File: config.mk
export PLATFORM = sky130hd
export DESIGN_NAME = regfile_wb_arbiter_flat
export DESIGN_NICKNAME = d
export VERILOG_FILES = /design/src/rtl/regfile_wb_arbiter_pkg.sv /design/src/rtl/regfile_wb_arbiter_if.sv /design/src/rtl/regfile_wb_arbiter_rr_arbiter.sv /design/src/rtl/regfile_wb_arbiter.sv /design/src/flat_wrapper.sv
export SDC_FILE = /design/constraint.sdc
export NUM_CORES = 1
export LEC_CHECK = 0
export ABC_CLOCK_PERIOD_IN_PS = 6270
export BUFFER_PORTS_ARGS = -buffer_cell sky130_fd_sc_hd__clkbuf_2
export CAP_MARGIN = 30
export CORE_UTILIZATION = 54
export CTS_CLUSTER_DIAMETER = 200
export DETAILED_ROUTE_END_ITERATION = 16
export PLACE_DENSITY = 0.86
export SYNTH_ARGS = -nofsm -noshare
export SYNTH_HDL_FRONTEND = slang
export SYNTH_HIERARCHICAL = 1
export SYNTH_SLANG_ARGS = --single-unit
File: constraint.sdc
create_clock -name clk -period 6.27 [get_ports clk]
set_clock_uncertainty 0.05 [all_clocks]
set_input_delay 0.627 -clock clk [delete_from_list [all_inputs] [get_ports clk]]
set_output_delay 0.627 -clock clk [all_outputs]
set_load 0.02 [all_outputs]
File: src/rtl/regfile_wb_arbiter_pkg.sv
// Shared constants and helpers for the register-file write-back controller.
`timescale 1ns/1ps
package regfile_wb_arbiter_pkg;

    localparam int REG_ADDR_W   = 5;
    localparam int NUM_REGS     = 32;
    localparam int XLEN_DEFAULT = 32;

    localparam logic [REG_ADDR_W-1:0] X0 = '0;

    // One-hot mask for a register number; x0 maps to an empty mask so it can
    // never be marked busy or cleared.
    function automatic logic [NUM_REGS-1:0] regMask(input logic [REG_ADDR_W-1:0] r);
        logic [NUM_REGS-1:0] m;
        m = '0;
        m[r] = 1'b1;
        m[0] = 1'b0;
        return m;
    endfunction

endpackage

File: src/rtl/regfile_wb_arbiter_if.sv
// Bus bundle between write-back sources, decode, and the register-file port.
`timescale 1ns/1ps
interface regfile_wb_arbiter_if
    import regfile_wb_arbiter_pkg::*;
#(
    parameter int NUM_REQ = 3,
    parameter int XLEN    = XLEN_DEFAULT
);

    logic [NUM_REQ-1:0]            req_valid;
    logic [NUM_REQ-1:0]            req_ready;
    logic [REG_ADDR_W*NUM_REQ-1:0] req_rd;
    logic [XLEN*NUM_REQ-1:0]       req_data;

    logic                  RegWrite;
    logic [REG_ADDR_W-1:0] wb_rd;
    logic [XLEN-1:0]       wb_data;

    logic                  issue_valid;
    logic [REG_ADDR_W-1:0] issue_rd;
    logic [REG_ADDR_W-1:0] chk_rs1;
    logic [REG_ADDR_W-1:0] chk_rs2;
    logic                  stall;
    logic [NUM_REGS-1:0]   busy_vec;

    // Execute/memory units and decode side.
    modport master (
        output req_valid, req_rd, req_data, issue_valid, issue_rd, chk_rs1, chk_rs2,
        input  req_ready, RegWrite, wb_rd, wb_data, stall, busy_vec
    );

    // Write-back controller side.
    modport slave (
        input  req_valid, req_rd, req_data, issue_valid, issue_rd, chk_rs1, chk_rs2,
        output req_ready, RegWrite, wb_rd, wb_data, stall, busy_vec
    );

endinterface

File: src/rtl/regfile_wb_arbiter_rr_arbiter.sv
// Round-robin arbiter: searches from the pointer upward, wrapping modulo NUM_REQ.
`timescale 1ns/1ps
module rr_arbiter #(
    parameter int NUM_REQ = 3,
    parameter int PTR_W   = 2
) (
    input  logic [NUM_REQ-1:0] req_i,
    input  logic [PTR_W-1:0]   ptr_i,
    output logic [NUM_REQ-1:0] grant_o,
    output logic [PTR_W-1:0]   winner_o,
    output logic               valid_o
);

    logic [PTR_W-1:0] idx;
    logic             found;

    // First valid requester at or after the pointer wins a one-hot grant.
    always_comb begin
        grant_o  = '0;
        winner_o = '0;
        found    = 1'b0;
        idx      = '0;
        for (int off = 0; off < NUM_REQ; off++) begin
            idx = PTR_W'((int'(ptr_i) + off) % NUM_REQ);
            if (!found && req_i[idx]) begin
                found        = 1'b1;
                grant_o[idx] = 1'b1;
                winner_o     = idx;
            end
        end
    end

    assign valid_o = found;

endmodule

File: src/rtl/regfile_wb_arbiter.sv
// Write-back controller: round-robin onto the single register-file write port,
// plus a busy scoreboard that stalls decode on RAW/WAW hazards.
`timescale 1ns/1ps
module regfile_wb_arbiter
    import regfile_wb_arbiter_pkg::*;
#(
    parameter int NUM_REQ = 3,
    parameter int XLEN    = XLEN_DEFAULT
) (
    input logic               clk,
    input logic               reset,
    regfile_wb_arbiter_if.slave bus
);

    localparam int PTR_W = (NUM_REQ > 1) ? $clog2(NUM_REQ) : 1;

    logic [PTR_W-1:0]      ptr_q, ptr_d;
    logic                  regWrite_q, regWrite_d;
    logic [REG_ADDR_W-1:0] wbRd_q, wbRd_d;
    logic [XLEN-1:0]       wbData_q, wbData_d;
    logic [NUM_REGS-1:0]   busy_q, busy_d;

    logic [NUM_REQ-1:0]    reqMasked;
    logic [NUM_REQ-1:0]    grant;
    logic [PTR_W-1:0]      winner;
    logic                  anyGrant;
    logic [REG_ADDR_W-1:0] winRd;
    logic [XLEN-1:0]       winData;
    logic                  stallInt;
    logic                  setEn;

    // No grants are handed out while reset is held.
    assign reqMasked = bus.req_valid & {NUM_REQ{~reset}};

    rr_arbiter #(
        .NUM_REQ (NUM_REQ),
        .PTR_W   (PTR_W)
    ) u_rr_arbiter (
        .req_i    (reqMasked),
        .ptr_i    (ptr_q),
        .grant_o  (grant),
        .winner_o (winner),
        .valid_o  (anyGrant)
    );

    // Pick out the winning requester's destination and data.
    always_comb begin
        winRd   = '0;
        winData = '0;
        for (int i = 0; i < NUM_REQ; i++) begin
            if (winner == PTR_W'(i)) begin
                winRd   = bus.req_rd[i*REG_ADDR_W +: REG_ADDR_W];
                winData = bus.req_data[i*XLEN +: XLEN];
            end
        end
    end

    // Next write-port contents and pointer; an x0 transfer still advances the pointer.
    always_comb begin
        regWrite_d = 1'b0;
        wbRd_d     = wbRd_q;
        wbData_d   = wbData_q;
        ptr_d      = ptr_q;
        if (anyGrant) begin
            regWrite_d = (winRd != X0);
            wbRd_d     = winRd;
            wbData_d   = winData;
            ptr_d      = (winner == PTR_W'(NUM_REQ - 1)) ? '0 : winner + PTR_W'(1);
        end
    end

    // Hazard detection against in-flight writes; x0 never hazards.
    always_comb begin
        stallInt = bus.issue_valid &
                   (((bus.chk_rs1 != X0) & busy_q[bus.chk_rs1]) |
                    ((bus.chk_rs2 != X0) & busy_q[bus.chk_rs2]) |
                    ((bus.issue_rd != X0) & busy_q[bus.issue_rd]));
        setEn    = bus.issue_valid & ~stallInt & (bus.issue_rd != X0);
    end

    // Scoreboard update: clear on retiring write, then set so a same-cycle set wins.
    always_comb begin
        busy_d = busy_q;
        if (regWrite_q) begin
            busy_d = busy_d & ~regMask(wbRd_q);
        end
        if (setEn) begin
            busy_d = busy_d | regMask(bus.issue_rd);
        end
    end

    // State registers; reset drops any pending write and clears the scoreboard.
    always_ff @(posedge clk or posedge reset) begin
        if (reset) begin
            ptr_q      <= '0;
            regWrite_q <= 1'b0;
            wbRd_q     <= '0;
            wbData_q   <= '0;
            busy_q     <= '0;
        end else begin
            ptr_q      <= ptr_d;
            regWrite_q <= regWrite_d;
            wbRd_q     <= wbRd_d;
            wbData_q   <= wbData_d;
            busy_q     <= busy_d;
        end
    end

    assign bus.req_ready = grant;
    assign bus.RegWrite  = regWrite_q;
    assign bus.wb_rd     = wbRd_q;
    assign bus.wb_data   = wbData_q;
    assign bus.stall     = stallInt;
    assign bus.busy_vec  = busy_q;

endmodule

File: src/flat_wrapper.sv
// flat-port wrapper written by rule: the top's interface ports become plain ports
module regfile_wb_arbiter_flat import regfile_wb_arbiter_pkg::*;
#(
    parameter int NUM_REQ = 3,
    parameter int XLEN    = XLEN_DEFAULT
)
  (clk, reset, bus_req_valid, bus_req_rd, bus_req_data, bus_issue_valid, bus_issue_rd, bus_chk_rs1, bus_chk_rs2, bus_req_ready, bus_RegWrite, bus_wb_rd, bus_wb_data, bus_stall, bus_busy_vec);
  regfile_wb_arbiter_if #(.NUM_REQ(NUM_REQ), .XLEN(XLEN)) bus_i ();
  input logic clk;
  input logic reset;
  input wire logic [$bits(bus_i.req_valid)-1:0] bus_req_valid;
  input wire logic [$bits(bus_i.req_rd)-1:0] bus_req_rd;
  input wire logic [$bits(bus_i.req_data)-1:0] bus_req_data;
  input wire logic [$bits(bus_i.issue_valid)-1:0] bus_issue_valid;
  input wire logic [$bits(bus_i.issue_rd)-1:0] bus_issue_rd;
  input wire logic [$bits(bus_i.chk_rs1)-1:0] bus_chk_rs1;
  input wire logic [$bits(bus_i.chk_rs2)-1:0] bus_chk_rs2;
  output wire logic [$bits(bus_i.req_ready)-1:0] bus_req_ready;
  output wire logic [$bits(bus_i.RegWrite)-1:0] bus_RegWrite;
  output wire logic [$bits(bus_i.wb_rd)-1:0] bus_wb_rd;
  output wire logic [$bits(bus_i.wb_data)-1:0] bus_wb_data;
  output wire logic [$bits(bus_i.stall)-1:0] bus_stall;
  output wire logic [$bits(bus_i.busy_vec)-1:0] bus_busy_vec;
  assign bus_i.req_valid = bus_req_valid;
  assign bus_i.req_rd = bus_req_rd;
  assign bus_i.req_data = bus_req_data;
  assign bus_i.issue_valid = bus_issue_valid;
  assign bus_i.issue_rd = bus_issue_rd;
  assign bus_i.chk_rs1 = bus_chk_rs1;
  assign bus_i.chk_rs2 = bus_chk_rs2;
  assign bus_req_ready = bus_i.req_ready;
  assign bus_RegWrite = bus_i.RegWrite;
  assign bus_wb_rd = bus_i.wb_rd;
  assign bus_wb_data = bus_i.wb_data;
  assign bus_stall = bus_i.stall;
  assign bus_busy_vec = bus_i.busy_vec;
  regfile_wb_arbiter #(.NUM_REQ(NUM_REQ), .XLEN(XLEN)) u_core (.clk(clk), .reset(reset), .bus(bus_i));
endmodule
* After elaboration in Yosys (flattened, before gate mapping)
Index checks and enable logic that the tools add are counted.
** Cells by class
- Add/subtract/negate cells :: 3
- Div/mod/pow operators :: 3
- Magnitude comparators :: 12
- Eq/ne operators :: 2
- Mux-type cells :: 41
- Bitwise operators :: 16
- Reduce and logical (&&, ||, !) cells :: 14
** Operators by type and width (count)
- $mux W32 :: 5
- $mod A32 B3 Y32 const B :: 2
- $and A32 B32 Y32 :: 1
- $mod A3 B3 Y32 const B :: 1
- $not A32 Y32 :: 1
- $or A32 B32 Y32 :: 1
- $lt A5 B6 Y1 const B :: 4
- $reduce_bool A5 Y1 :: 4
- $bmux W1 S5 :: 3
- $mux W1 :: 15
- $mux W5 :: 3
- $demux W1 S5 :: 2
- $ge A5 B1 Y1 const B :: 2
- $lt A2 B3 Y1 const B :: 3
- $mux W3 :: 3
- $mux W2 :: 4
- $logic_and A1 B1 Y1 :: 7
- $and A1 B1 Y1 :: 6
- $bmux W1 S2 :: 3
- $demux W1 S2 :: 3
- $ge A2 B1 Y1 const B :: 3
- $or A3 B3 Y3 :: 2
- $add A2 B1 Y3 const B :: 1
- $add A2 B2 Y3 const B :: 1
- other kinds (8) :: 11
** Storage, ports and cells
- Flip-flop bits (word level) :: 72
- Input bits :: 132
- Output and inout bits :: 74
- Word-level logic and storage cells :: 96

* Longest topological paths before layout
Gate-level depths: netlist of the first run.
- Depth after elaboration :: 17
- Gate-level depth with buffers :: 13
- Depth with buffers taken out :: 11

* By module
Netlist of the first run, hierarchy kept.
** By module, submodules not included
- regfile_wb_arbiter :: times used 1, cells an instance 507, area each 4825.9 µm², seq. area each 1776.7 µm²
- rr_arbiter :: times used 1, cells an instance 53, area each 347.8 µm², seq. area each 0.0 µm²

* Worst setup path after synthesis of the first run
Ideal clock, no wire load.
- Kind :: input to output
- From :: input bus_chk_rs1[0]
- To :: output bus_stall
- Data arrival time :: 2.176 ns
- Data required time :: 5.593 ns
- Path slack :: 3.417 ns
- Cell stages on the path :: 6
- Path buffers :: 1
- Path through :: buf_2 mux4_2 o22ai_1 a211o_1 o2111ai_4 o31a_1
** Between the ends
- Longest elaborated chain between the ends :: 6
- Elaborated cells on any way between the ends :: 7
- Classes of those cells :: mux: 2; bitwise: 4; reduce/logical: 1
** Ends and longest elaborated chain
- start: declaration :: line flat_wrapper.sv:16 : input wire logic [$bits(bus_i.chk_rs1)-1:0] bus_chk_rs1;
- $bmux W1 S5 :: line regfile_wb_arbiter.sv:75 : (((bus.chk_rs1 != X0) & busy_q[bus.chk_rs1]) |
- $mux W1 (not written as such) :: line regfile_wb_arbiter.sv:75
- $and A1 B1 Y1 * :: line regfile_wb_arbiter.sv:75
- $or A1 B1 Y1 * :: line regfile_wb_arbiter.sv:75
- $or A1 B1 Y1 * :: line regfile_wb_arbiter.sv:76 : ((bus.chk_rs2 != X0) & busy_q[bus.chk_rs2]) |
- $and A1 B1 Y1 * :: line regfile_wb_arbiter.sv:74 : stallInt = bus.issue_valid &
- end: declaration :: line flat_wrapper.sv:22 : output wire logic [$bits(bus_i.stall)-1:0] bus_stall;
Every way passes the cells marked *; elsewhere a longest branch is shown, timed or not. The select of a mux whose other input is x is not followed.

* Final worst setup path of the first run
- From :: register u_core.ptr_q[1]
- To :: register u_core.regWrite_q (netlist: u_core/bus.RegWrite)
** Between the ends
- Longest elaborated chain between the ends :: 16
- Elaborated cells on any way between the ends :: 29
- Classes of those cells :: add/sub: 2; div: 3; eq/ne: 2; mux: 16; reduce/logical: 6
** Ends and longest elaborated chain
- start: declaration :: line regfile_wb_arbiter.sv:17 : logic [PTR_W-1:0] ptr_q, ptr_d;
- start signal: assignment :: line regfile_wb_arbiter.sv:101 : ptr_q <= ptr_d;
- branches (longest 9 deep; another with $mod A32 B3 Y32)
- $mux W2 * :: line regfile_wb_arbiter_rr_arbiter.sv:25 : if (!found && req_i[idx]) begin
- net u_core.winner[1] :: line regfile_wb_arbiter.sv:25 : logic [PTR_W-1:0] winner;
- $logic_not A2 Y1 :: line regfile_wb_arbiter.sv:51 : if (winner == PTR_W'(i)) begin
- $mux W5 (2 in a row) :: line regfile_wb_arbiter.sv:51
- $mux W5 * :: line regfile_wb_arbiter.sv:51
- $reduce_bool A5 Y1 * :: line regfile_wb_arbiter.sv:65 : regWrite_d = (winRd != X0);
- $mux W1 * :: line regfile_wb_arbiter.sv:64 : if (anyGrant) begin
- net u_core.regWrite_d :: line regfile_wb_arbiter.sv:18 : logic regWrite_q, regWrite_d;
- end signal: assignment :: line regfile_wb_arbiter.sv:102 : regWrite_q <= regWrite_d;
- end: declaration :: line regfile_wb_arbiter.sv:18
Mark *: on every way through the listed nets, which the timed path passes. The select of a mux whose other input is x is not followed.
A chain may end at the register's enable or synchronous reset.

==> results by stage, run 1 <==
Global route:
- The initial antenna violation count came to 0.
- The global routing's busiest layer is met2.
- The first global-routing pass estimated approximately 24,000 um of wire.
- The number of global-route vias before repair was between 5k and 6k.
- In the global route stage, overall resource usage came out at between 30% and 40%.
- The total global routing overflow is 0.
- The met3 global-route usage is under 10%.
- Global routing used 39.9% of the available met1 tracks.
- The pin count of the biggest net entering global routing is 74.
- The met2 usage is between 50 and 60%.

Yosys:
- After synthesis the netlist holds a flip-flop and latch count of between 70 and 80.
- By area the synthesized netlist is led by sky130_fd_sc_hd__dfrtp_1, sky130_fd_sc_hd__mux2i_1, sky130_fd_sc_hd__o31ai_2.
- The proportion of synthesized chip area in sequential cells is 34.3%.
- The number of enable-type register cells in the synthesized netlist is 0.
- The async set-reset flop share out of synthesis is 100%.
- The cell type contributing the most total cell area after synthesis is sky130_fd_sc_hd__dfrtp_1.
- In this run the mean area of a mapped cell was 9.24 um2.
- The count of yosys warnings during synthesis is 6.
- The prevailing post-synth register cell is sky130_fd_sc_hd__dfrtp_1.
- The total nets after synthesis is between 600 and 700.
- The distinct cell type count of the synthesized netlist is between 50 and 60.
- After technology mapping, the gate count stands at 560.
- The synthesized netlist occupies a cell area of slightly above 5000 um2.
- The share of Yosys cell area claimed by the top area cell type is between 30% and 40%.

STA:
- The worst path uses between 50% and 60% of the clock period.
- For the pin with the worst max-slew slack, the measured transition is between 1 and 1.5 ns.
- The tightest slew margin relative to the limit is roughly 33%.
- Setup repair after global routing left no endpoint under its margin.
- Setup violations remaining at the end of the flow were counted as 0.
- Hold is met by roughly 0.48 ns.
- The count of endpoints failing hold in the final timing report is 0.
- The worst path needs 3.39 ns of the cycle, external delays included.
- For this run, the top clock speed supported by timing is between 0.2 and 0.3 GHz.
- The max-slew violation total from the final report is 0.
- Adding up every negative setup slack in the final design gives 0 ns.

Clock network:
- The cell sitting at the root of the clock tree is a sky130_fd_sc_hd__clkbuf_8.
- After clock tree synthesis, the flow added hold-fix buffers numbering 0.
- The number of buffers on the longest clock path is 2.
- TritonCTS built the clock tree.
- The clock latency reported for the late side of the worst-skew pair is between 0.3 and 0.4 ns.
- The clock-pin slew of the registers on the worst-case setup and hold paths is around 0.070 ns.
- The post-cts gate resize count is 0.
- The count of clock tree sinks is 71.
- In this run the post-CTS setup repair buffer count came out at 0.
- The number of H-tree branching levels is 3.
- The number of buffers created by CTS is 9.

Layout:
- From synthesis to final layout, the design area changed by 24.4%.
- The repair_antennas step left the layout with diodes totalling 0.
- The share of final-layout standard cells stronger than drive strength 1 is about 39%.
- Excluding fillers, the count of instances in the completed layout stands at 870.
- The number of nets in the layout is 872.
- The library cells used most frequently in the layout, excluding fill and tap cells, are sky130_fd_sc_hd__clkbuf_2, sky130_fd_sc_hd__nor2_1, sky130_fd_sc_hd__dfrtp_1.
- The final instance area is between 6000 and 7000 um2.
- The final-layout fill cell count is 730.
- Leaving out fill and tap cells, the most frequent cell in the layout is sky130_fd_sc_hd__clkbuf_2.

Critical path:
- STA classifies the critical path startpoint as a register.
- Data on the critical path arrives at its endpoint at about 3.6 ns.
- The critical path endpoint category is a register.
- The class of the most critical setup path is reg2reg.
- Counting both buffers and inverters, the worst setup path holds a total of 2.
- The peak fanout along the critical path is 39.
- The largest delay contributor family on the critical path is simple AND/OR/NAND/NOR gates.
- The required time of the critical path is ~6.4 ns.
- Walking the worst path, the cells encountered are inv_1 > ha_1 > mux2i_2 > o22a_4 > o2111ai_1 > nand3_2 > buf_4 > nor2b_2 > nand2_1 > o21ai_0 > nor4_1 > a21boi_0.
- Across all register-to-register paths, the minimum setup slack is 2.88 ns.
- For this run, the slowest stage of the critical path takes 0.51 ns.
- The library cell contributing the largest single delay on the critical path is sky130_fd_sc_hd__buf_4.

Detailed routing:
- The via count is approximately 5.3k.
- The detailed-routing iteration count for the pre-antenna-repair pass is 5.
- After detailed routing, the average wire length per cell comes to ~18 um.
- In the routed layout, each cell is associated on average with a via count of 6.10.
- Wires add up to between 15,000 and 20,000 um.
- The total DRC errors in the routed layout is 0.
- In this run, the number of DRC markers left after iteration 0 of detailed routing was 408.
- In this run the remaining antenna-violating nets after routing total 0.

Floorplan:
- The die covers around 10000 um2.
- In this run the count of I/O pins placed on the die edge is approximately 200.
- The placeable core region is 9240 um2.
- The initialized floorplan defines 35 standard-cell rows.
- Once the floorplan was initialized, standard cells occupied between 50% and 60% of the core.
- The height of the chip is between 90 and 100 um.
- The width of the die is roughly 100 um.

Pwr:
- The design draws 3350 uW.
- In this run the power density over the cells is roughly 520 nW/um2.
- The worst supply voltage drop on vdd is between 0.3 and 0.4 mV.
- Summed over all nets, the switching power comes to about 1700 uW.
- Registers are responsible for just under 30% of the overall power.
- The leakage power is around 0.0029 uW.
- Combinational cells account for 57.4% of the total power.
- Of the total power, the share spent switching nets is ~50%.
- Cell internal power was estimated by the tool at between 1500 and 2000 uW.
- The power share of the clock group is 13.1%.

Status:
- The flow ran to the end, and the final reports show no timing, DRC or antenna violations.

Place:
- Summed over all nets, the half-perimeter wirelength after detailed placement is roughly 11,000 um.
- The area after detailed placement is a little over 6000 um2.
- The number of placed cells counting well taps is about 850.
- Port buffering added between 200 and 250 buffers.
- The final weighted congestion of routability-driven global placement is approximately 0.97.

Job:
- The reported max-cap violation count is 0.

Worst hold path:
- The kind of path behind the tightest hold check is reg2reg.
-- power groups by stage --
stage | Clock, uW | Sequential [uW] | Combinational [uW]
floorplan | 0 | 1150 | 1150
global placement | 0 | 964 | 1850
detailed placement | 0 | 978 | 1900
CTS | 446 | 975 | 1910
global route | 462 | 1010 | 2070
finish | 438 | 989 | 1920
-- cells in the mapped netlist (3+ instances only) --
master                      number
sky130_fd_sc_hd__o2111ai_1       3
sky130_fd_sc_hd__buf_2          13
sky130_fd_sc_hd__mux4_1          4
sky130_fd_sc_hd__mux4_2         12
sky130_fd_sc_hd__nand2b_1        7
sky130_fd_sc_hd__buf_1           6
sky130_fd_sc_hd__nor4bb_1        3
sky130_fd_sc_hd__a21oi_1        71
sky130_fd_sc_hd__o21ai_0        37
sky130_fd_sc_hd__nor2b_1         6
sky130_fd_sc_hd__buf_6           5
sky130_fd_sc_hd__nor2_1         78
sky130_fd_sc_hd__o31ai_2        30
sky130_fd_sc_hd__a22oi_1         3
sky130_fd_sc_hd__nand3b_1        7
sky130_fd_sc_hd__and3b_1         3
sky130_fd_sc_hd__nand2_1        24
sky130_fd_sc_hd__inv_1          10
sky130_fd_sc_hd__dfrtp_1        71
sky130_fd_sc_hd__ha_1            4
sky130_fd_sc_hd__nor3b_1         4
sky130_fd_sc_hd__nor3_1          3
sky130_fd_sc_hd__a311oi_1        3
sky130_fd_sc_hd__o22ai_1         3
sky130_fd_sc_hd__mux2i_1        48
sky130_fd_sc_hd__mux2_2          9
sky130_fd_sc_hd__clkbuf_1       20
sky130_fd_sc_hd__nand3_1        36
-- state kept, by name, summed over array words and instances, names as in the netlist --
register             cells
u_core/bus.RegWrite      1
u_core/bus.busy_vec     31
u_core/bus.wb_data      32
u_core/bus.wb_rd         5
u_core/ptr_q             2
-- area by class of cell --
| class | instances | area, um2 | area share, % |
|---|---|---|---|
| Multi-Input combinational cell | 432 | 3150 | 48.9 |
| Clock buffer | 10 | 128 | 1.98 |
| Tap cell | 129 | 161 | 2.51 |
| Timing Repair Buffer | 212 | 1080 | 16.8 |
| Sequential cell | 71 | 1780 | 27.6 |
| Clock inverter | 6 | 109 | 1.69 |
| Inverter | 10 | 37.5 | 0.583 |
-- kinds of logic (layout without fill, tap and decap cells) --
| logic type | after synthesis | in the layout | synth area share (%) |
|---|---|---|---|
| adders and majority gates | 4 | 4 | 0.967 |
| other | 1 | 1 | 0.0725 |
| AOI/OAI and AO/OA | 172 | 172 | 23.7 |
| muxes | 74 | 74 | 18.8 |
| DFF | 71 | 71 | 34.3 |
| buffers and inverters | 57 | 238 | 5.30 |
| and+or+nand+nor | 181 | 181 | 16.8 |
-- stage by stage --
step / utilization (%) / worst slack, ns
floorplan: - / 3.42
finish: 69.7 / 2.88
global placement: 67.0 / 2.97
detailed placement: 67.1 / 2.78
CTS: 69.7 / 2.90
global route: 69.7 / 2.65
-- worst reg2reg max path, cell delays in order (launching register included) --
cell                        delay [ns]
sky130_fd_sc_hd__dfrtp_1          0.44
sky130_fd_sc_hd__inv_1            0.11
sky130_fd_sc_hd__ha_1             0.35
sky130_fd_sc_hd__mux2i_2          0.34
sky130_fd_sc_hd__o22a_4           0.22
sky130_fd_sc_hd__o2111ai_1        0.14
sky130_fd_sc_hd__nand3_2          0.09
sky130_fd_sc_hd__buf_4            0.51
sky130_fd_sc_hd__nor2b_2          0.30
sky130_fd_sc_hd__nand2_1          0.14
sky130_fd_sc_hd__o21ai_0          0.13
sky130_fd_sc_hd__nor4_1           0.33
sky130_fd_sc_hd__a21boi_0         0.13
-- per-layer routing --
metal | vias to the layer above | wire (um)
met5 | - | 0
met4 | 0 | 529
met3 | 53 | 1350
met2 | 343 | 7620
met1 | 2490 | 6120
li1 | 2420 | -
-- final timing paths --
| kind | cells past startpoint | start | endpoint |
|---|---|---|---|
| worst min-delay path | 2 | u_core/bus.wb_data[18] | u_core/bus.wb_data[18] |
| max in group asynchronous | 3 | reset | u_core/bus.busy_vec[15] |
| worst max-delay path | 12 | u_core/ptr_q[1] | u_core/bus.RegWrite |
| worst min register to register | 2 | u_core/bus.wb_data[18] | u_core/bus.wb_data[18] |
| min in group asynchronous | 3 | reset | u_core/bus.wb_rd[2] |
| worst max register to register | 12 | u_core/ptr_q[1] | u_core/bus.RegWrite |
No activity file was read; power rests on OpenSTA's default activity.
==> inputs of run 2 (changes only) <==
--- a/config.mk
+++ b/config.mk
@@ -5,13 +5,13 @@
 export SDC_FILE = /design/constraint.sdc
 export NUM_CORES = 1
 export LEC_CHECK = 0
-export ABC_CLOCK_PERIOD_IN_PS = 6270
+export ABC_CLOCK_PERIOD_IN_PS = 3250
 export BUFFER_PORTS_ARGS = -buffer_cell sky130_fd_sc_hd__clkbuf_2
 export CAP_MARGIN = 30
-export CORE_UTILIZATION = 54
+export CORE_UTILIZATION = 50
 export CTS_CLUSTER_DIAMETER = 200
 export DETAILED_ROUTE_END_ITERATION = 16
-export PLACE_DENSITY = 0.86
+export PLACE_DENSITY = 0.8
 export SYNTH_ARGS = -nofsm -noshare
 export SYNTH_HDL_FRONTEND = slang
 export SYNTH_HIERARCHICAL = 1
==> constraint.sdc (replaced) <==
create_clock -name clk -period 3.25 [get_ports clk]
set_clock_uncertainty 0.05 [all_clocks]
set_input_delay 0.325 -clock clk [delete_from_list [all_inputs] [get_ports clk]]
set_output_delay 0.325 -clock clk [all_outputs]
set_load 0.02 [all_outputs]
==> run 2 against run 1 <==
Critical path depth down 1. Die area up 7.8%. Count of clock-buffer cells in the layout up 1. Cell count up 0.46%. First-iteration DRC count up 10%.
==> results by stage, run 2 (synthesis gave the netlist of run 1 again) <==
Global route:
- The first global-routing pass estimated 25,800 um of wire.
- Global routing consumed, over all layers together, between 30 and 40% of the routing resources.
- The pin count of the biggest net entering global routing is 74.
- Global routing finished with a remaining overflow of 0.
- The number of global-route vias before repair is 5,356.
- The initial antenna violation count is 0.

Place:
- Once placement finished, the instance area stood at approximately 6300 um2.
- The half-perimeter wire length after detailed placement is ~12,000 um.
- The count of buffers from port buffering is roughly 200.
- The congestion estimate from routability-driven global placement came to 0.964.

STA:
- After layout, the worst path uses around 89% of the clock period.
- The max-slew violation total from the final report is 0.
- For this run, the top clock speed supported by timing is 0.347 GHz.
- Setup repair after global routing left no endpoint under its margin.
- Setup violations remaining at the end of the flow were counted as 0.
- The tightest slew margin relative to the limit is 32.2%.
- The worst-margin pin slew is ~1 ns.
- The count of endpoints failing hold in the final timing report is 0.
- The clock period could shrink to ~2.9 ns.
- After routing, the total negative slack on setup checks comes to 0 ns.

Pwr:
- The worst-case IR drop observed on VDD is between 0.5 and 0.6 mV.
- The total power consumption of the routed design is approximately 6400 uW.
- For this design the static power due to leakage is roughly 0.0029 uW.
- The power per cell area is 992 nW/um2.

Clock network:
- The number of hold buffers added after CTS was 0.
- TritonCTS built the clock tree.
- The number of H-tree branching levels is 3.
- The count of clock tree sinks is 71.
- The clock-pin slew of the registers on the worst-case setup and hold paths is approximately 0.080 ns.
- In this run the deepest clock path goes through 2 buffers.
- CTS placed an instance of sky130_fd_sc_hd__clkbuf_8 at the clock tree root.
- The post-cts gate resize count is 0.
- The number of buffers created by CTS is 9.
- The later pin in the worst-skew pair is clocked with a latency of between 0.3 and 0.4 ns.
- The post-CTS setup buffer count is 0.

Floorplan:
- The die covers approximately 11,000 um2.
- In this run the horizontal extent of the chip is about 100 um.
- The height of the chip is 104 um.
- The placement row count is 36.
- The region available for standard cell placement spans between 9000 and 10,000 um2.
- The initial utilization of the core area, before any placement, comes to 52.2%.
- The I/O pin count is 206.

Status:
- The flow ran to the end, and the final reports show no timing, DRC or antenna violations.

Worst hold path:
- The kind of path behind the tightest hold check is in2async.

Detailed routing:
- Summed over all layers, the routed wires come to about 16,000 um.
- The via count is 5,375.
- The total DRC errors in the routed layout is 0.
- Dividing the detail-routed via count by the number of cells gives 6.15.
- After detailed routing, the average wire length per cell comes to approximately 18 um.
- The count of antenna-violating nets left after detailed routing is 0.
- The detailed-routing iteration count for the pre-antenna-repair pass is 5.
- The count of routing violations after the opening detailed-route iteration is ~450.

Critical path:
- The library cell contributing the largest single delay on the critical path is sky130_fd_sc_hd__dfrtp_1.
- The required time of the critical path is approximately 3.4 ns.
- The number of buffers and inverters on the critical path is 2.
- Walking the worst path, the cells encountered are inv_1 > ha_1 > mux2i_2 > o22a_4 > o2111ai_1 > nand3_2 > buf_12 > mux2i_1 > o21ai_0 > nor4_1 > a21boi_0.
- Grouping stages by cell kind, the critical path spends the most delay in compound AO/OA/AOI/OAI gates.
- The worst setup path is of the reg2reg kind.
- The peak fanout along the critical path is 35.
- For the worst setup path, the data arrival time is between 3 and 4 ns.
- STA classifies the critical path endpoint as a register.
- Setup slack on the worst reg-to-reg path comes out at about 0.37 ns.
- The largest single stage delay on the critical path is 0.42 ns.
- The critical path startpoint category is a register.

Layout:
- In the final layout, the share of cells above drive strength 1 is approximately 40%.
- The final instance area is around 6400 um2.
- In the layout the commonest cells are sky130_fd_sc_hd__clkbuf_2, sky130_fd_sc_hd__nor2_1, sky130_fd_sc_hd__dfrtp_1.
- After the last flow step, the layout net total stands at around 870.
- The number of antenna diodes is 0.
- The number of flip-flops in the largest register is 32.
- The most frequent standard cell in the layout excluding fill and tap cells is sky130_fd_sc_hd__clkbuf_2.
- Compared with the post-synthesis result, the final layout area differs by 24.6%.
- The layout has about 850 filler cells.

Job:
- The reported max-cap violation count is 0.
-- run 2: metal layers --
metal	wire length [um]	GRT usage [%]
met4	409	13.7
met1	6010	36.1
met5	0	0
met3	1440	6.10
met2	8160	52.2
-- run 2: per-stage QoR --
step                hold slack [ns]  cells  setup WS, ns  util [%]
floorplan                     0.477    560         0.512         -
global placement              0.454    859         0.516      63.1
detailed placement            0.462    859         0.422      63.1
CTS                           0.116    874         0.389      65.1
global route                  0.150    874         0.202      65.1
finish                        0.107    874         0.367      65.1
-- run 2: layout make-up --
cell class | instances | area (um2) | share of cell area [%]
flip-flops and latches | 71 | 1780 | 27.6
clock inverters | 4 | 45.0 | 0.698
well taps | 133 | 166 | 2.58
inverters | 10 | 37.5 | 0.582
repair buffers | 213 | 1130 | 17.5
multi-input cells | 432 | 3150 | 48.8
clock buffers | 11 | 151 | 2.35
-- run 2: worst paths after layout --
check	cells past startpoint	startpoint	endpoint
min	2	reset	u_core/bus.busy_vec[7]
max in group asynchronous	3	reset	u_core/bus.wb_data[16]
max reg2reg	11	u_core/ptr_q[1]	u_core/bus.RegWrite
min in group clk	3	bus_req_data[32]	u_core/bus.wb_data[0]
min reg2reg	2	u_core/bus.wb_data[30]	u_core/bus.wb_data[30]
max	11	u_core/ptr_q[1]	u_core/bus.RegWrite
-- run 2: where the power goes --
part	switching (uW)	internal, uW	total (uW)
sequential	542	1360	1900
clock	324	388	713
combinational	2350	1440	3790
==> inputs of run 3 (changes only) <==
--- a/config.mk
+++ b/config.mk
@@ -8,10 +8,10 @@
 export ABC_CLOCK_PERIOD_IN_PS = 3250
 export BUFFER_PORTS_ARGS = -buffer_cell sky130_fd_sc_hd__clkbuf_2
 export CAP_MARGIN = 30
-export CORE_UTILIZATION = 50
+export CORE_UTILIZATION = 30
 export CTS_CLUSTER_DIAMETER = 200
 export DETAILED_ROUTE_END_ITERATION = 16
-export PLACE_DENSITY = 0.8
+export PLACE_DENSITY = 0.52
 export SYNTH_ARGS = -nofsm -noshare
 export SYNTH_HDL_FRONTEND = slang
 export SYNTH_HIERARCHICAL = 1
==> run 3 against run 2 <==
Sequential power about the same. Maximum frequency up 1.2%. Worst setup slack better by 0.034 ns. Critical endpoint is now u_core/bus.wb_data[12]. Clock power up 64%. Total power up 8.2%. Hold slack worse by 0.0099 ns. First-iteration DRC count down 34%. Flip-flop and latch count unchanged.
==> results by stage, run 3 (synthesis gave the netlist of run 1 again) <==
Layout:
- The combined area of the multi-input logic cells is 3150 um2.
- Registers take 1780 um2.
- The most frequent standard cell in the layout excluding fill and tap cells is sky130_fd_sc_hd__clkbuf_2.
- Measured on the finished design, the core utilization comes to between 40% and 50%.
- Cells with a size suffix above 1 make up around two fifths of the layout.
- The number of antenna diodes is 0.
- From synthesis to final layout, the design area changed by 30.7%.
- Leaving out filler cells and counting taps, the final layout contains ~970.
- The register with the most flip-flops in the layout has 32 of them.
- The final layout contains 878 nets.
- In the layout the commonest cells are sky130_fd_sc_hd__clkbuf_2, sky130_fd_sc_hd__nor2_1, sky130_fd_sc_hd__dfrtp_1.
- The final-layout fill cell count is between 1.5k and 2k.

Floorplan:
- The initial core utilization is between 30% and 40%.
- The placement row count is between 40 and 50.
- The width of the die is between 100 and 150 um.
- The area of the die is 17,800 um2.
- The placeable core region is around 17,000 um2.
- The height of the chip is about 130 um.
- Pin placement for this block handled between 200 and 250 I/O pins.

Global route:
- The global router's overall resource usage is slightly below 20%.
- For this run the aggregate overflow at the end of global routing stands at 0.
- The initial antenna violation count was 0.
- The first-pass GRT wire length is around 27,000 um.
- The number of global-route vias before repair is 5,137.
- The pin count of the biggest net entering global routing is 52.

Job:
- Max-cap violations in this run came to 0.

Place:
- Routability-driven placement finished with a final weighted congestion of roughly 0.88.
- The half-perimeter wire length after detailed placement is ~13,000 um.
- The count of buffers added on input and output ports is a little over 200.
- Counting tap cells, the placed design contains a total of roughly 950 instances.

Critical path:
- In this run the critical register-to-register path is captured at u_core/bus.wb_data[12].
- The internal reg-to-reg setup slack is about 0.40 ns.
- Data on the critical path arrives at its endpoint at 3.01 ns.
- The worst register-to-register path begins at u_core/ptr_q[1].
- Counting stages on the worst path, the most repeated cell is sky130_fd_sc_hd__a21oi_1.
- The largest delay contributor family on the critical path is buffers and inverters.
- Counting buffers and inverters, the worst setup path is 12 cells deep.
- The count of cells along the worst register-to-register path is 12.
- Data on the critical path is required at its endpoint by around 3.4 ns.
- The class of the most critical setup path is reg2reg.
- The signal on the critical path passes through inv_1 > ha_1 > mux2i_2 > o22a_4 > o2111ai_1 > nand3_2 > buf_12 > buf_4 > mux2i_1 > nor2_1 > a21oi_1 > a21oi_1.
- The library cell contributing the largest single delay on the critical path is sky130_fd_sc_hd__dfrtp_1.
- The critical path endpoint category is a register.
- In this run the worst setup path begins at u_core/ptr_q[1].
- Following the worst setup path forward leads to its endpoint at u_core/bus.wb_data[12].
- STA classifies the critical path startpoint as a register.
- The buffer and inverter count on the worst path is 3.
- The delay of the slowest critical-path stage is between 0.4 and 0.5 ns.
- The peak fanout along the critical path is 25.

Clock network:
- Gates resized during post-CTS repair numbered 0.
- The number of buffers inserted for hold repair after clock tree synthesis is 0.
- After clock tree synthesis, the clock-pin slew on the worst setup and hold paths is 0.06 ns.
- The TritonCTS clock tree is yes.
- The number of clock buffers added by TritonCTS is 9.
- At the later pin of the worst-skew pair, clock insertion delay measures roughly 0.33 ns.
- The clock tree synthesis step divided the H-tree into 3 levels.
- The post-CTS setup buffer count is 0.
- The count of clock tree sinks is 71.
- The number of buffers on the longest clock path is 2.
- CTS placed an instance of sky130_fd_sc_hd__clkbuf_16 at the clock tree root.

Detailed routing:
- The total DRC errors in the routed layout is 0.
- The count of routing violations after the opening detailed-route iteration is roughly 300.
- Dividing the detail-routed wire length by the instance count gives between 15 and 20 um.
- In the routed layout, each cell is associated on average with a via count of roughly 5.4.
- The via count is 5,250.
- The first detailed-routing pass ran for 6 iterations.
- The wire length after detailed routing is 17,400 um.
- The count of nets left with antenna violations once routing finished came out at 0.

Pwr:
- Per report_power, the combinational group accounts for between 50% and 60% of the total.
- The power per cell area is 1020 nW/um2.
- The internal power contribution is between 3000 and 4000 uW.
- The power share of the clock group is 16.9%.
- The total net switching power is 3310 uW.
- The part of the total power dissipated in sequential elements is ~28%.
- The leakage power is between 0.002 and 0.003 uW.
- The net switching fraction of the power is 47.8%.
- VDD sags by at most around 0.48 mV.

STA:
- Setup repair after global routing left no endpoint under its margin.
- The max-slew violation total from the final report is 0.
- The smallest clock period supported by the final layout is computed as roughly 2.8 ns.
- Across all hold checks on the routed design, the worst slack comes to slightly below 0.1 ns.
- Measured against its own limit, the worst slew margin works out to approximately half.
- The fmax is 0.351 GHz.
- Setup violations remaining at the end of the flow were counted as 0.
- The setup TNS after final layout is 0 ns.
- For the pin with the worst max-slew slack, the measured transition is approximately 0.77 ns.
- In the finished design, the share of the clock period the worst path needs comes to approximately 90%.
- The count of endpoints failing hold in the final timing report is 0.

Worst hold path:
- The kind of path behind the tightest hold check is in2async.

Status:
- The flow ran to the end, and the final reports show no timing, DRC or antenna violations.
[run 3: cell types whose count changed in the layout (fill, tap and decap cells not counted)]
cell | previous run | this run
sky130_fd_sc_hd__clkinv_4 | 0 | 1
sky130_fd_sc_hd__a21oi_2 | 2 | 1
sky130_fd_sc_hd__clkinv_2 | 3 | 1
sky130_fd_sc_hd__buf_4 | 6 | 11
sky130_fd_sc_hd__bufinv_16 | 1 | 3
sky130_fd_sc_hd__clkbuf_8 | 11 | 2
sky130_fd_sc_hd__clkbuf_16 | 0 | 9
sky130_fd_sc_hd__a21oi_4 | 0 | 1
[run 3: through the flow]
step | cell area, um2 | worst slack (ns) | total power [uW]
after floorplan | 5170 | 0.512 | 4450
after global placement | 6410 | 0.478 | 5690
after detailed placement | 6410 | 0.442 | 5750
after CTS | 6760 | 0.408 | 6940
after global routing | 6760 | 0.174 | 7360
final | 6760 | 0.401 | 6920
[run 3: power groups by stage]
stage / Sequential (uW) / Clock, uW / Combinational (uW)
global placement: 1910 / 0 / 3780
finish: 1920 / 1170 / 3830
detailed placement: 1910 / 0 / 3840
global route: 1980 / 1230 / 4150
CTS: 1910 / 1190 / 3850
floorplan: 2220 / 0 / 2230
[run 3: metal layers]
layer | GRT usage, % | share of wire [%]
met5 | 0 | 0
met4 | 5.37 | 1.6
met3 | 3.46 | 7.6
met2 | 32.2 | 48
met1 | 25.7 | 43
[run 3: how the worst min path moves through the flow]
stage | startpoint | endpoint | slack [ns]
final | reset | u_core/bus.busy_vec[28] | 0.1
after global routing | reset | u_core/bus.busy_vec[6] | 0.17
after CTS | reset | u_core/bus.busy_vec[6] | 0.12
after detailed placement | u_core/bus.wb_data[18] | u_core/bus.wb_data[18] | 0.46
after global placement | reset | u_core/bus.busy_vec[20] | 0.45
after floorplan | bus_req_data[51] | u_core/bus.wb_data[19] | 0.48
[run 3: area by class of cell]
class                           instances  share of cell area, %
Clock buffer                           11                   3.74
Clock inverter                          5                   1.54
Inverter                               10                  0.555
Multi-Input combinational cell        432                   46.6
Sequential cell                        71                   26.3
Tap cell                              220                   4.07
Timing Repair Buffer                  218                   17.2
